==> config.mk <==
export PLATFORM = sky130hd
export DESIGN_NAME = mult_div_unit_flat
export DESIGN_NICKNAME = d
export VERILOG_FILES = /design/src/rtl/mult_div_pkg.sv /design/src/rtl/mult_div_unit_if.sv /design/src/rtl/div_restore_step.sv /design/src/rtl/mult_div_unit.sv /design/src/flat_wrapper.sv
export SDC_FILE = /design/constraint.sdc
export NUM_CORES = 1
export LEC_CHECK = 0
export BUFFER_PORTS_ARGS = -buffer_cell sky130_fd_sc_hd__buf_2
export CAP_MARGIN = 20
export CORE_ASPECT_RATIO = 2
export CORE_MARGIN = 1
export CORE_UTILIZATION = 25
export CTS_CLUSTER_SIZE = 20
export DETAILED_ROUTE_END_ITERATION = 8
export PLACE_DENSITY = 0.41
export SYNTH_ARGS = -nofsm -noshare
export SYNTH_HDL_FRONTEND = slang
export SYNTH_SLANG_ARGS = --single-unit
==> constraint.sdc <==
create_clock -name clk -period 4.4 [get_ports clk]
set_input_delay 0 -clock clk [delete_from_list [all_inputs] [get_ports clk]]
set_output_delay 0 -clock clk [all_outputs]
set_load 0.02 [all_outputs]
==> src/rtl/mult_div_pkg.sv <==
// Shared types and constants for the sequential multiply/divide unit.
// StoreMD encodings are shared with the main control unit's HI/LO write select.
package mult_div_pkg;

    localparam int WIDTH_DEFAULT = 32;

    typedef enum logic [1:0] {
        IDLE = 2'd0,
        CALC = 2'd1,
        FIX  = 2'd2,
        DONE = 2'd3
    } state_t;

    typedef enum logic {
        OP_MULT = 1'b0,
        OP_DIV  = 1'b1
    } op_t;

    localparam logic [1:0] STORE_DIV  = 2'b01;
    localparam logic [1:0] STORE_MULT = 2'b10;

    function automatic int cnt_width(input int width);
        return $clog2(width);
    endfunction

    localparam int CNT_W = cnt_width(WIDTH_DEFAULT);

endpackage

==> src/rtl/mult_div_unit_if.sv <==
// Request/result bundle between the ALU control path and mult_div_unit.
// Optional macro MULTDIV_UNSIGNED_EN adds the isUnsigned request bit.
interface mult_div_unit_if #(
    parameter int WIDTH = 32
);
    logic             multOp;
    logic             divOp;
    logic [WIDTH-1:0] a;
    logic [WIDTH-1:0] b;
`ifdef MULTDIV_UNSIGNED_EN
    logic             isUnsigned;
`endif
    logic [WIDTH-1:0] hi;
    logic [WIDTH-1:0] lo;
    logic             busy;
    logic             done;
    logic             div_zero;

`ifdef MULTDIV_UNSIGNED_EN
    modport master (output multOp, divOp, a, b, isUnsigned,
                    input  hi, lo, busy, done, div_zero);
    modport slave  (input  multOp, divOp, a, b, isUnsigned,
                    output hi, lo, busy, done, div_zero);
`else
    modport master (output multOp, divOp, a, b,
                    input  hi, lo, busy, done, div_zero);
    modport slave  (input  multOp, divOp, a, b,
                    output hi, lo, busy, done, div_zero);
`endif

endinterface

==> src/rtl/div_restore_step.sv <==
// One restoring-division iteration on unsigned magnitudes: shift the next
// dividend bit into the partial remainder, trial-subtract, keep or restore.
module div_restore_step #(
    parameter int WIDTH = 32
) (
    input  logic [WIDTH-1:0] rem,
    input  logic [WIDTH-1:0] quot,
    input  logic [WIDTH-1:0] divisor,
    output logic [WIDTH-1:0] rem_next,
    output logic [WIDTH-1:0] quot_next
);

    logic [WIDTH:0] shifted;
    logic [WIDTH:0] diff;

    assign shifted   = {rem, quot[WIDTH-1]};
    assign diff      = shifted - {1'b0, divisor};
    // A clear borrow bit means the divisor fit, so that quotient bit is 1.
    assign rem_next  = diff[WIDTH] ? shifted[WIDTH-1:0] : diff[WIDTH-1:0];
    assign quot_next = {quot[WIDTH-2:0], ~diff[WIDTH]};

endmodule

==> src/rtl/mult_div_unit.sv <==
// Sequential signed multiply (radix-2 Booth) / divide (restoring) unit.
// Optional macro MULTDIV_UNSIGNED_EN enables multu/divu via isUnsigned.
module mult_div_unit
    import mult_div_pkg::*;
#(
    parameter int WIDTH = WIDTH_DEFAULT
) (
    input  logic           clk,
    input  logic           reset_n,
    mult_div_unit_if.slave bus
);

    localparam int CW = cnt_width(WIDTH);

    state_t           state;
    op_t              op_q;
    logic [CW-1:0]    cnt;
    logic             uns_q;
    logic             a_neg_q;
    logic             b_neg_q;
    logic             b_msb_q;
    logic [WIDTH-1:0] opnd_q;
    logic [WIDTH:0]   acc_q;
    logic [WIDTH-1:0] q_q;
    logic             q_m1_q;
    logic [WIDTH-1:0] hi_q;
    logic [WIDTH-1:0] lo_q;
    logic             busy_q;
    logic             done_q;
    logic             div_zero_q;

    logic             start;
    logic             start_uns;
    logic             start_a_neg;
    logic             start_b_neg;
    logic [WIDTH-1:0] a_mag;
    logic [WIDTH-1:0] b_mag;

`ifdef MULTDIV_UNSIGNED_EN
    assign start_uns = bus.isUnsigned;
`else
    assign start_uns = 1'b0;
`endif

    assign start       = bus.multOp | bus.divOp;
    assign start_a_neg = ~start_uns & bus.a[WIDTH-1];
    assign start_b_neg = ~start_uns & bus.b[WIDTH-1];
    assign a_mag       = start_a_neg ? -bus.a : bus.a;
    assign b_mag       = start_b_neg ? -bus.b : bus.b;

    // Booth datapath is two bits wider than the operand so an unsigned
    // multiplicand plus the running partial product cannot overflow.
    logic [WIDTH+1:0] m_sx;
    logic [WIDTH+1:0] acc_sx;
    logic [WIDTH+1:0] booth_sum;

    assign m_sx   = {{2{a_neg_q}}, opnd_q};
    assign acc_sx = {acc_q[WIDTH], acc_q};

    always_comb begin
        // NOTE: assign a default first so no path leaves booth_sum unassigned (latch).
        booth_sum = acc_sx;
        case ({q_q[0], q_m1_q})
            2'b01:   booth_sum = acc_sx + m_sx;
            2'b10:   booth_sum = acc_sx - m_sx;
            default: ;
        endcase
    end

    logic [WIDTH-1:0] div_rem_next;
    logic [WIDTH-1:0] div_quot_next;

    div_restore_step #(.WIDTH(WIDTH)) u_div_step (
        .rem       (acc_q[WIDTH-1:0]),
        .quot      (q_q),
        .divisor   (opnd_q),
        .rem_next  (div_rem_next),
        .quot_next (div_quot_next)
    );

    // Booth treats the multiplier as signed; an unsigned multiplier with its
    // top bit set needs one more +M digit at 2^WIDTH, i.e. hi += multiplicand.
    logic [WIDTH-1:0] fix_mult_hi;
    logic [WIDTH-1:0] fix_div_hi;
    logic [WIDTH-1:0] fix_div_lo;

    assign fix_mult_hi = acc_q[WIDTH-1:0] + ((uns_q & b_msb_q) ? opnd_q : '0);
    assign fix_div_lo  = (a_neg_q ^ b_neg_q) ? -q_q : q_q;
    assign fix_div_hi  = a_neg_q ? -acc_q[WIDTH-1:0] : acc_q[WIDTH-1:0];

    always_ff @(posedge clk or negedge reset_n) begin
        if (!reset_n) begin
            state      <= IDLE;
            op_q       <= OP_MULT;
            cnt        <= '0;
            uns_q      <= 1'b0;
            a_neg_q    <= 1'b0;
            b_neg_q    <= 1'b0;
            b_msb_q    <= 1'b0;
            opnd_q     <= '0;
            acc_q      <= '0;
            q_q        <= '0;
            q_m1_q     <= 1'b0;
            hi_q       <= '0;
            lo_q       <= '0;
            busy_q     <= 1'b0;
            done_q     <= 1'b0;
            div_zero_q <= 1'b0;
        end else begin
            // NOTE: non-blocking assignments, so every branch below sees the
            // pre-edge register values regardless of statement order.
            done_q     <= 1'b0;
            div_zero_q <= 1'b0;
            case (state)
                IDLE: begin
                    if (start) begin
                        op_q    <= bus.multOp ? OP_MULT : OP_DIV;
                        uns_q   <= start_uns;
                        a_neg_q <= start_a_neg;
                        b_neg_q <= start_b_neg;
                        b_msb_q <= bus.b[WIDTH-1];
                        acc_q   <= '0;
                        q_m1_q  <= 1'b0;
                        cnt     <= CW'(WIDTH - 1);
                        if (bus.multOp) begin
                            opnd_q <= bus.a;
                            q_q    <= bus.b;
                            busy_q <= 1'b1;
                            state  <= CALC;
                        end else if (bus.b == '0) begin
                            done_q     <= 1'b1;
                            div_zero_q <= 1'b1;
                            state      <= DONE;
                        end else begin
                            opnd_q <= b_mag;
                            q_q    <= a_mag;
                            busy_q <= 1'b1;
                            state  <= CALC;
                        end
                    end
                end
                CALC: begin
                    if (op_q == OP_MULT) begin
                        acc_q  <= booth_sum[WIDTH+1:1];
                        q_q    <= {booth_sum[0], q_q[WIDTH-1:1]};
                        q_m1_q <= q_q[0];
                    end else begin
                        acc_q <= {1'b0, div_rem_next};
                        q_q   <= div_quot_next;
                    end
                    cnt <= cnt - CW'(1);
                    if (cnt == '0) begin
                        state <= FIX;
                    end
                end
                FIX: begin
                    if (op_q == OP_MULT) begin
                        hi_q <= fix_mult_hi;
                        lo_q <= q_q;
                    end else if (uns_q) begin
                        hi_q <= acc_q[WIDTH-1:0];
                        lo_q <= q_q;
                    end else begin
                        hi_q <= fix_div_hi;
                        lo_q <= fix_div_lo;
                    end
                    busy_q <= 1'b0;
                    done_q <= 1'b1;
                    state  <= DONE;
                end
                DONE: begin
                    state <= IDLE;
                end
                default: begin
                    state <= IDLE;
                end
            endcase
        end
    end

    assign bus.hi       = hi_q;
    assign bus.lo       = lo_q;
    assign bus.busy     = busy_q;
    assign bus.done     = done_q;
    assign bus.div_zero = div_zero_q;

endmodule

==> src/flat_wrapper.sv <==
// flat-port wrapper written by rule: the top's interface ports become plain ports
module mult_div_unit_flat import mult_div_pkg::*;
#(
    parameter int WIDTH = WIDTH_DEFAULT
)
  (clk, reset_n, bus_multOp, bus_divOp, bus_a, bus_b, bus_hi, bus_lo, bus_busy, bus_done, bus_div_zero);
  mult_div_unit_if #(.WIDTH(WIDTH)) bus_i ();
  input  logic clk;
  input  logic reset_n;
  input wire logic [$bits(bus_i.multOp)-1:0] bus_multOp;
  input wire logic [$bits(bus_i.divOp)-1:0] bus_divOp;
  input wire logic [$bits(bus_i.a)-1:0] bus_a;
  input wire logic [$bits(bus_i.b)-1:0] bus_b;
  output wire logic [$bits(bus_i.hi)-1:0] bus_hi;
  output wire logic [$bits(bus_i.lo)-1:0] bus_lo;
  output wire logic [$bits(bus_i.busy)-1:0] bus_busy;
  output wire logic [$bits(bus_i.done)-1:0] bus_done;
  output wire logic [$bits(bus_i.div_zero)-1:0] bus_div_zero;
  assign bus_i.multOp = bus_multOp;
  assign bus_i.divOp = bus_divOp;
  assign bus_i.a = bus_a;
  assign bus_i.b = bus_b;
  assign bus_hi = bus_i.hi;
  assign bus_lo = bus_i.lo;
  assign bus_busy = bus_i.busy;
  assign bus_done = bus_i.done;
  assign bus_div_zero = bus_i.div_zero;
  mult_div_unit #(.WIDTH(WIDTH)) u_core (.clk(clk), .reset_n(reset_n), .bus(bus_i));
endmodule
-- Yosys cells after proc, flatten, opt, wreduce, memory -nomap -nowiden
Cells that the tools add are included.
- output and inout port bits: 67
- input port bits: 68
- register bits: 175
- logic and storage cells: 88
- multiplexer cells: 38
- bitwise logic cells: 3
- reduce and logical (&&, ||, !) cells: 13
- add/subtract/negate cells: 8
- eq/ne operators: 11
- operators by type and width (kind ; count):
    $mux 32 ; 13
    $neg 32->32 ; 4
    $pmux 34 s2 ; 1
    $mux 33 ; 2
    $pmux 33 s2 ; 1
    $pmux 32 s2 ; 1
    $add 33x33->34 ; 1
    $sub 33x33->34 ; 1
    $sub 33x32->33 ; 1
    $logic_not 32->1 ; 1
    $reduce_and 3->1 ; 5
    $mux 1 ; 10
    $pmux 5 s2 ; 1
    $mux 2 ; 4
    $pmux 2 s4 ; 1
    $eq 2x2->1 const B ; 3
    $pmux 1 s2 ; 3
    $reduce_and 2->1 ; 3
    $logic_not 5->1 ; 1
    $mux 5 ; 1
    $sub 5x1->5 const B ; 1
    $eq 2x1->1 const B ; 2
    $ne 2x1->1 const B ; 2
    $ne 2x2->1 const B ; 2
    other kinds (7) ; 8

-- Depth between registers and ports, before layout
Gate-level depths: netlist of run 1.
- word-level depth: 6
- depth in mapped cells: 19
- mapped depth without buffers: 18

-- By module
Synthesis of run 1 repeated with hierarchy kept, for this count alone.
- cell total of the unflattened synthesis: 1981
- area, all modules: 15658.8 µm²
- modules (own cells, without submodules) (module ; seq. area each (µm²) ; cells each ; times used ; area an instance (µm²)):
    mult_div_unit ; 4379.2 ; 1642 ; 1 ; 13115.1
    div_restore_step ; 0.0 ; 339 ; 1 ; 2543.7

-- Least setup slack after synthesis of run 1
Ideal clock, no wire load.
- kind: reg2reg
- start: reg u_core.opnd_q[2]
- end: reg u_core.acc_q[31]
- slack: 0.514 ns
- arrival time: 3.744 ns
- path buffers: 1
- period minus slack after synthesis: 3.886 ns
- data required time: 4.257 ns
- cell stages (with the launch flop): 17
- setup time: 0.143 ns
- cell sequence: dfrtp_1 > nor4_1 > and4_1 > and3_1 > clkbuf_1 > a31oi_1 > xnor2_1 > ha_1 > a21o_1 > a21o_1 > a221oi_1 > o21ai_0 > a31oi_1 > o211ai_1 > xor2_1 > a222oi_1 > o211ai_1
- word-level cells in the longest chain between the ends: 4
- elaborated cells on any way between the ends: 7
- classes of those cells: 3 x add/sub; 4 x mux
- ends and longest elaborated chain (what ; RTL line ; RTL):
    from (decl) ; mult_div_unit.sv:22 ; logic [WIDTH-1:0] opnd_q;
    from (signal assigned) ; mult_div_unit.sv:126 ; opnd_q <= bus.a;
    from (signal assigned) ; mult_div_unit.sv:135 ; opnd_q <= b_mag;
    $sub 33x33->34, or another cell as far along ; mult_div_unit.sv:65 ; 2'b10: booth_sum = acc_sx - m_sx;
    $pmux 34 s2 or $mux 32 (tied branches) ; mult_div_unit.sv:63, div_restore_step.sv:19 ;
    $mux 33 (*) ; mult_div_unit.sv:143 ; if (op_q == OP_MULT) begin
    $pmux 33 s2 (*) ; mult_div_unit.sv:114 ; case (state)
    to (signal assigned) ; mult_div_unit.sv:144 ; acc_q <= booth_sum[WIDTH+1:1];
    to (signal assigned) ; mult_div_unit.sv:148 ; acc_q <= {1'b0, div_rem_next};
    to (decl) ; mult_div_unit.sv:23 ; logic [WIDTH:0] acc_q;
Every way passes the cells marked *; elsewhere a longest branch is shown, timed or not.
A chain may end at the register's enable or synchronous reset.

-- Worst setup path in the final report of run 1
- start: reg u_core.opnd_q[2]
- end: reg u_core.acc_q[32]
- word-level cells in the longest chain between the ends: 4
- elaborated cells on any way between the ends: 5
- classes of those cells: 2 x add/sub; 3 x mux
- ends and longest elaborated chain (what ; RTL line ; RTL):
    $sub 33x33->34 or $add 33x33->34 (tied branches) ; mult_div_unit.sv:65, mult_div_unit.sv:64 ;
    $pmux 34 s2 (*) ; mult_div_unit.sv:63 ; case ({q_q[0], q_m1_q})
    $mux 33 (*) ; mult_div_unit.sv:143 ;
    $pmux 33 s2 (*) ; mult_div_unit.sv:114 ;
Marked as above.

==> results.txt, run 1 <==
----------------------------------------------------
[Status]
  Run status ... complete, no violations

[Yosys]
  Number of distinct library cell variants in the gate-level netlist after synthesis ... 83
  Average size of a mapped cell ... 7.74 um^2
  Fraction of registers with async set/reset ... 100%
  Total of flip-flops plus latches after synthesis ... 175
  Share of synthesized area occupied by flip-flops and latches ... 28.5%
  Dominant cells by area after synthesis ... sky130_fd_sc_hd__dfrtp_1 28%, sky130_fd_sc_hd__a21oi_1 6.9%, sky130_fd_sc_hd__ha_1 6.3%
  Main synth FF type ... sky130_fd_sc_hd__dfrtp_1
  Yosys warns ... 0
  Number of enable flip-flop cells after synthesis ... 0
  Library cell occupying the most area in the post-synthesis netlist ... sky130_fd_sc_hd__dfrtp_1
  Post-synthesis instance area ... 0.0154 mm^2
  Proportion of netlist area held by the largest area contributor ... 28.5%
  Net Count, Synth ... 2,132
  Syn Inst Count ... 1,985

[Timing]
  Crit share post-route ... 94.2%
  Final setup violation count ... 0
  Minimum period implied by the final worst setup slack ... 4140 ps
  Worst path setup slack after routing ... 256 ps
  Final hold vios ... 0
  Number of slew-limit violations in the final report ... 0
  Transition time of the tightest slew-check pin ... 875 ps
  Layout Skew ... 12.3 ps
  Setup tns final ... 0 ps
  Remaining max-slew budget at the tightest pin ... 41.5%
  Achievable frequency ... 241 MHz
  Unrepaired setup endpoints after global routing ... yes

[Global route]
  Overall Global Routing Usage ... 20.4%
  Wire length of the first global-routing pass ... 94,600 um
  Global route overflow ... 0
  Via count of the first global-routing pass ... 15,342
  Pin count of the biggest net entering global routing ... 95
  Number of antenna violations at the first check in global routing ... 2

[Run]
  Max-cap violation count ... 0

[Cells and area]
  Non-Filler Instances ... 2,958
  Cell area after layout ... 0.0184 mm^2
  Antenna diode instance count ... 0
  Area overhead of the layout relative to synthesis ... 19.7%
  Share of layout cells above drive strength 1 ... 13.5%
  Final nets ... 2,312
  Fill cell count ... 6,589

[Detailed routing]
  Number of detailed-routing iterations run before antenna repair ... 6
  Average wire per cell in the routed design ... 21.3 um
  Routed Antenna Nets ... 0
  Iter 0 DRT Violations ... 674
  Total number of vias ... 15,215
  Residual DRC ... 0
  Aggregate routed wire length ... 63,000 um
  Via count normalized by instance count ... 5.14

[Floorplanning]
  Rows ... 128
  Core Footprint ... 0.0609 mm^2
  Die width ... 177 um
  I/O Pins ... 135
  Chip Height ... 353 um
  Initial core utilization ... 25.3%
  Die Area ... 0.0625 mm^2

[CTS]
  Number of buffers on the longest clock path ... 2
  CTS buffer count ... 17
  Clock latency of the later-clocked register in the worst-skew pair ... 480 ps
  Clock Sinks ... 175
  Setup bufs post-CTS ... 0
  Number of levels in the clock H-tree ... 4
  Clock slew at reported path FFs ... 80 ps
  Library cell used as clock root buffer ... sky130_fd_sc_hd__clkbuf_16
  CTS tree ... done

[Placement]
  Estimated wirelength of the detail-placed design ... 51,000 um
  Number of port buffers ... 134
  Routability congestion estimate ... 0.894
  Worst slack at placement ... 173 ps
  Placed Instance Area ... 0.0172 mm^2
  Placed instance count ... 2,869

[Worst setup path]
  Data arrival, critical path ... 4500 ps
  Crit path buffers/inverters ... 2
  Largest fanout of any net on the critical path ... 4
  R2r worst-path depth ... 16
  WP depth ... 16
  CP Launch Type ... flip-flop
  CP required ... 4750 ps
  Register-to-register setup slack ... 260 ps
  Cells along the critical path ... nor4_1 > buf_4 > and3_1 > buf_4 > a31oi_1 > xnor2_1 > ha_1 > a2111oi_0 > o21a_1 > or3_1 > o22ai_1 > or4_1 > o2111a_1 > o221ai_1 > mux2i_1 > o211ai_1
  Largest stage delay on the critical path ... 440 ps
  Largest delay contributor family on the critical path ... compound AO/OA/AOI/OAI gates
  Slowest cell on the critical path ... sky130_fd_sc_hd__or4_1
  Start-to-end type of the worst setup path ... reg -> reg
  Most Frequent Cell on Critical Path ... sky130_fd_sc_hd__buf_4
  Type of element capturing the critical path ... flip-flop

[Power and ir drop]
  Power density over the cells ... 921 mW/mm^2
  Static power due to leakage ... 0.00785 uW
  Worst supply voltage drop on vdd ... 0.369 mV

[Worst hold path]
  Hold-critical path depth ... 5
  Worst hold path class ... in -> reg

----------------------------------------------------
## power breakdown
group / internal (uW) / switching, uW / total [uW]
sequential: 2370 / 898 / 3270
clock: 828 / 751 / 1580
combinational: 4720 / 7390 / 12100
## registers in the layout (all words and copies together) (netlist names)
signal,flops
u_core.state,2
u_core.op_q,1
u_core.q_q,32
u_core.a_neg_q,1
u_core.bus.lo,32
u_core.bus.hi,32
u_core.cnt,5
u_core.q_m1_q,1
u_core.b_neg_q,1
u_core.bus.done,1
u_core.bus.busy,1
u_core.acc_q,33
u_core.opnd_q,32
u_core.bus.div_zero,1
## worst register-to-register path, delay by kind of cell, from the launching register on
kind                     cells  cell delay, ps
AND/OR/NAND/NOR              4            1120
flip-flops                   1             390
buffers and inverters        2             310
XOR/XNOR                     1             150
adder cells (fa/ha/maj)      1             300
multiplexers                 1             230
AO/OA/AOI/OAI                7            1520
## final cells by class
type / count / area (um^2) / area share [%]
multi-input combinational: 1617 / 10200 / 55.7
sequential: 175 / 4380 / 23.8
timing repair buffer: 280 / 1950 / 10.6
tap: 780 / 976 / 5.30
clock buffer: 21 / 460 / 2.50
inverter: 74 / 278 / 1.51
clock inverter: 11 / 120 / 0.653
## worst paths after layout
path / startpoint / to
setup / recovery: u_core.opnd_q[2] / u_core.acc_q[32]
hold / removal: bus_b[28] / u_core.opnd_q[28]
setup reg to reg: u_core.opnd_q[2] / u_core.acc_q[32]
hold reg to reg: u_core.bus.hi[15] / u_core.bus.hi[15]
max in group asynchronous: reset_n / u_core.acc_q[30]
min in group asynchronous: reset_n / u_core.bus.lo[26]
## kinds of logic (layout without fill, tap and decap cells)
family          count (synthesis)  in the layout  synth area share [%]
fa+ha+maj                      79             79                  6.53
simple gates                  634            634                  19.2
mux                            47             47                  3.13
buf+inv                       193            386                  5.14
xor+xnor                      202            202                  11.5
flops                         175            175                  28.5
compound gates                655            655                  26.0
## cell usage in the layout (no fill, tap or decap), drive strengths merged, types with 33 or more instances in the layout
master	instances
ha	77
xor2	98
inv	81
a21oi	211
nand2	237
dlygate4sd3	57
dfrtp	175
mux2i	39
nor3	33
xnor2	104
buf	222
o21ai	212
nor2	191
## synth_stat cells, types with 13 or more instances
| cell type | n |
|---|---|
| sky130_fd_sc_hd__a211oi_1 | 14 |
| sky130_fd_sc_hd__a21o_1 | 22 |
| sky130_fd_sc_hd__a21oi_1 | 211 |
| sky130_fd_sc_hd__a31oi_1 | 20 |
| sky130_fd_sc_hd__a32o_1 | 16 |
| sky130_fd_sc_hd__and2_1 | 13 |
| sky130_fd_sc_hd__and3_1 | 15 |
| sky130_fd_sc_hd__clkbuf_1 | 90 |
| sky130_fd_sc_hd__dfrtp_1 | 175 |
| sky130_fd_sc_hd__ha_1 | 77 |
| sky130_fd_sc_hd__inv_1 | 73 |
| sky130_fd_sc_hd__mux2i_1 | 39 |
| sky130_fd_sc_hd__nand2_1 | 234 |
| sky130_fd_sc_hd__nand2b_1 | 13 |
| sky130_fd_sc_hd__nand3_1 | 32 |
| sky130_fd_sc_hd__nor2_1 | 191 |
| sky130_fd_sc_hd__nor2b_1 | 16 |
| sky130_fd_sc_hd__nor3_1 | 31 |
| sky130_fd_sc_hd__nor4_1 | 19 |
| sky130_fd_sc_hd__o211ai_1 | 31 |
| sky130_fd_sc_hd__o21ai_0 | 170 |
| sky130_fd_sc_hd__o21ai_1 | 42 |
| sky130_fd_sc_hd__o31ai_1 | 26 |
| sky130_fd_sc_hd__or4_1 | 16 |
| sky130_fd_sc_hd__xnor2_1 | 104 |
| sky130_fd_sc_hd__xor2_1 | 98 |
## metrics by stage
step | hold WS (ps) | util, % | power [uW]
final | 43.8 | 30.2 | 17000
after floorplan | -296 | - | 11300
after global placement | 164 | 28.3 | 15400
after global routing | 58.2 | 30.2 | 18400
after CTS | 1.62 | 30.2 | 17100
after detailed placement | 165 | 28.3 | 15400
## per-layer routing
metal	GRT usage [%]	vias to the layer above	part of all wire [%]
met5	0	-	0.033
met4	14.2	4	7.5
met3	2.18	112	2.5
met2	39.3	338	55
met1	19.7	7279	34
li1	-	7482	-
## repair_timing
action | in CTS | in global routing
endpoints found under the setup margin | 0 | 4
resized for setup | 0 | 5
endpoints found under the hold margin | 133 | 0
hold buffers | 57 | 0
No activity file was read; power rests on OpenSTA's default activity.
==> inputs of run 2 (changes only) <==
--- a/config.mk
+++ b/config.mk
@@ -13,6 +13,7 @@
 export CTS_CLUSTER_SIZE = 20
 export DETAILED_ROUTE_END_ITERATION = 8
 export PLACE_DENSITY = 0.41
+export RECOVER_POWER = 50
 export SYNTH_ARGS = -nofsm -noshare
 export SYNTH_HDL_FRONTEND = slang
 export SYNTH_SLANG_ARGS = --single-unit
==> results.txt, run 2 (synthesis gave the netlist of run 1 again) <==
----------------------------------------------------
[Floorplanning]
  Chip Height ... 353 um
  Initial core utilization ... 25.3%
  Die Area ... 0.0625 mm^2
  Die width ... 177 um
  Core Footprint ... 0.0609 mm^2
  Rows ... 128
  I/O Pins ... 135

[Power and ir drop]
  Switching share of total power ... 53.6%
  Static power due to leakage ... 0.00767 uW
  Sequential share of power ... 19.4%
  NetSw ... 9050 uW
  Relative contribution of the clock network to total power ... 9.3%
  Power density over the cells ... 922 mW/mm^2
  Worst supply voltage drop on vdd ... 0.366 mV
  Overall power ... 16,900 uW
  Internal power ... 7830 uW
  Part of the total power dissipated in combinational logic ... 71.2%

[Worst setup path]
  Largest fanout of any net on the critical path ... 6
  Cells along the critical path ... nor4_1 > buf_4 > and4_1 > and3_2 > nor2_1 > xnor2_1 > ha_1 > a21oi_1 > o21ai_0 > a221oi_1 > o21ai_0 > a31oi_1 > buf_4 > o211ai_1 > xor2_1 > a222oi_1 > o211ai_1
  Type of element capturing the critical path ... flip-flop
  CP required ... 4730 ps
  Slowest cell on the critical path ... sky130_fd_sc_hd__dfrtp_1
  Data arrival, critical path ... 4490 ps
  Start-to-end type of the worst setup path ... reg -> reg
  Largest stage delay on the critical path ... 390 ps
  CP Launch Type ... flip-flop

[Cells and area]
  Register area ... 0.00438 mm^2
  Leading cell type in the layout, fill and taps excluded ... sky130_fd_sc_hd__nand2_1
  Final nets ... 2,312
  Antenna diode instance count ... 0
  Non-Filler Instances ... 2,958
  Cell area after layout ... 0.0183 mm^2
  Fill cell count ... 6,618
  Register name with the most flops ... u_core.acc_q
  Max reg flops ... 33
  Share of layout cells above drive strength 1 ... 10.5%
  Commonest non-fill, non-tap cells in the layout ... 234 x sky130_fd_sc_hd__nand2_1, 210 x sky130_fd_sc_hd__a21oi_1, 191 x sky130_fd_sc_hd__nor2_1, 174 x sky130_fd_sc_hd__dfrtp_1, 169 x sky130_fd_sc_hd__o21ai_0
  Area of the multi-input gates ... 0.0102 mm^2
  Area overhead of the layout relative to synthesis ... 19.1%

[Timing]
  Worst path setup slack after routing ... 243 ps
  Crit share post-route ... 94.5%
  Final hold vios ... 0
  Minimum period implied by the final worst setup slack ... 4160 ps
  Number of slew-limit violations in the final report ... 95
  Layout Skew ... 13.1 ps
  Transition time of the tightest slew-check pin ... 2680 ps
  Achievable frequency ... 241 MHz
  Setup tns final ... 0 ps
  Remaining max-slew budget at the tightest pin ... -78.7%
  Unrepaired setup endpoints after global routing ... yes
  Final setup violation count ... 0

[Status]
  Violations in the final reports ... capacitance limit, slew limit
  Run status ... finished with violations

[Detailed routing]
  Total number of vias ... 15,224
  Residual DRC ... 0
  Aggregate routed wire length ... 63,100 um
  Iter 0 DRT Violations ... 744
  Number of detailed-routing iterations run before antenna repair ... 5
  Via count normalized by instance count ... 5.15
  Average wire per cell in the routed design ... 21.3 um
  Routed Antenna Nets ... 0

[Global route]
  Number of antenna violations at the first check in global routing ... 2
  Wire length of the first global-routing pass ... 94,600 um
  Pin count of the biggest net entering global routing ... 95
  Overall Global Routing Usage ... 20.4%
  Via count of the first global-routing pass ... 15,342
  Global route overflow ... 0

[CTS]
  Setup bufs post-CTS ... 0
  Number of buffers on the longest clock path ... 2
  Number of levels in the clock H-tree ... 4
  Library cell used as clock root buffer ... sky130_fd_sc_hd__clkbuf_16
  CTS buffer count ... 17
  Clock Sinks ... 175
  CTS tree ... done
  Clock latency of the later-clocked register in the worst-skew pair ... 480 ps
  Clock slew at reported path FFs ... 80 ps

[Placement]
  Placed Instance Area ... 0.0172 mm^2
  Worst slack at placement ... 173 ps
  Routability congestion estimate ... 0.894
  Placed instance count ... 2,869
  Estimated wirelength of the detail-placed design ... 51,000 um
  Number of port buffers ... 134

[Worst hold path]
  Worst hold path class ... in -> reg

[Run]
  Max-cap violation count ... 1

----------------------------------------------------
run 2: cell count changes in the layout (fill, tap and decap cells not counted):
cell	change
sky130_fd_sc_hd__clkbuf_2	+3
sky130_fd_sc_hd__clkbuf_1	+67
sky130_fd_sc_hd__buf_4	-2
sky130_fd_sc_hd__clkbuf_8	-1
sky130_fd_sc_hd__buf_2	-67
run 2: layout make-up:
class,count,share of cell area (%)
Clock buffer,21,2.52
Clock inverter,11,0.656
Inverter,74,1.52
Multi-Input combinational cell,1617,56.0
Sequential cell,175,23.9
Tap cell,780,5.33
Timing Repair Buffer,280,10.1
run 2: stage by stage:
| step | hold WS [ps] | utilization, % |
|---|---|---|
| final | 42.1 | 30.1 |
| after global routing | 58.2 | 30.1 |
| after CTS | 1.62 | 30.2 |
| after detailed placement | 165 | 28.3 |
| after global placement | 164 | 28.3 |
| after floorplan | -296 | - |
run 2: final timing paths:
| check | start | to | slack [ps] | cells after the start |
|---|---|---|---|---|
| min reg2reg | u_core.bus.hi[15] | u_core.bus.hi[15] | 510 | 1 |
| min | bus_b[1] | u_core.opnd_q[1] | 40 | 5 |
| max reg2reg | u_core.opnd_q[2] | u_core.acc_q[31] | 240 | 17 |
| max | u_core.opnd_q[2] | u_core.acc_q[31] | 240 | 17 |
| min in group asynchronous | reset_n | u_core.bus.lo[26] | 860 | 2 |
| max in group asynchronous | reset_n | u_core.acc_q[30] | 1310 | 3 |
run 2: layer usage:
metal	GRT usage, %	vias to the layer above	share of wire, %
met5	0	-	0.033
met4	14.2	4	7.4
met3	2.18	112	2.6
met2	39.3	330	55
met1	19.7	7298	34
li1	-	7480	-
run 2: timing repair:
item	in CTS	in global routing
hold buffers	57	0
endpoints found under the hold margin	133	0
setup endpoints to repair	0	4
resized for setup	0	5
run 2: power groups by stage:
stage	Combinational [uW]	Clock (uW)	Sequential, uW
CTS	12200	1650	3290
detailed placement	12100	0	3320
global placement	12100	0	3300
global route	13200	1690	3400
finish	12000	1580	3280
floorplan	7990	0	3340
run 2: critical path, delay by kind of cell (launching register included):
family | cells | cell delay [ps]
fa+ha+maj | 1 | 380
simple gates | 4 | 860
buf+inv | 2 | 390
xor+xnor | 2 | 300
flops | 1 | 390
compound gates | 8 | 1690
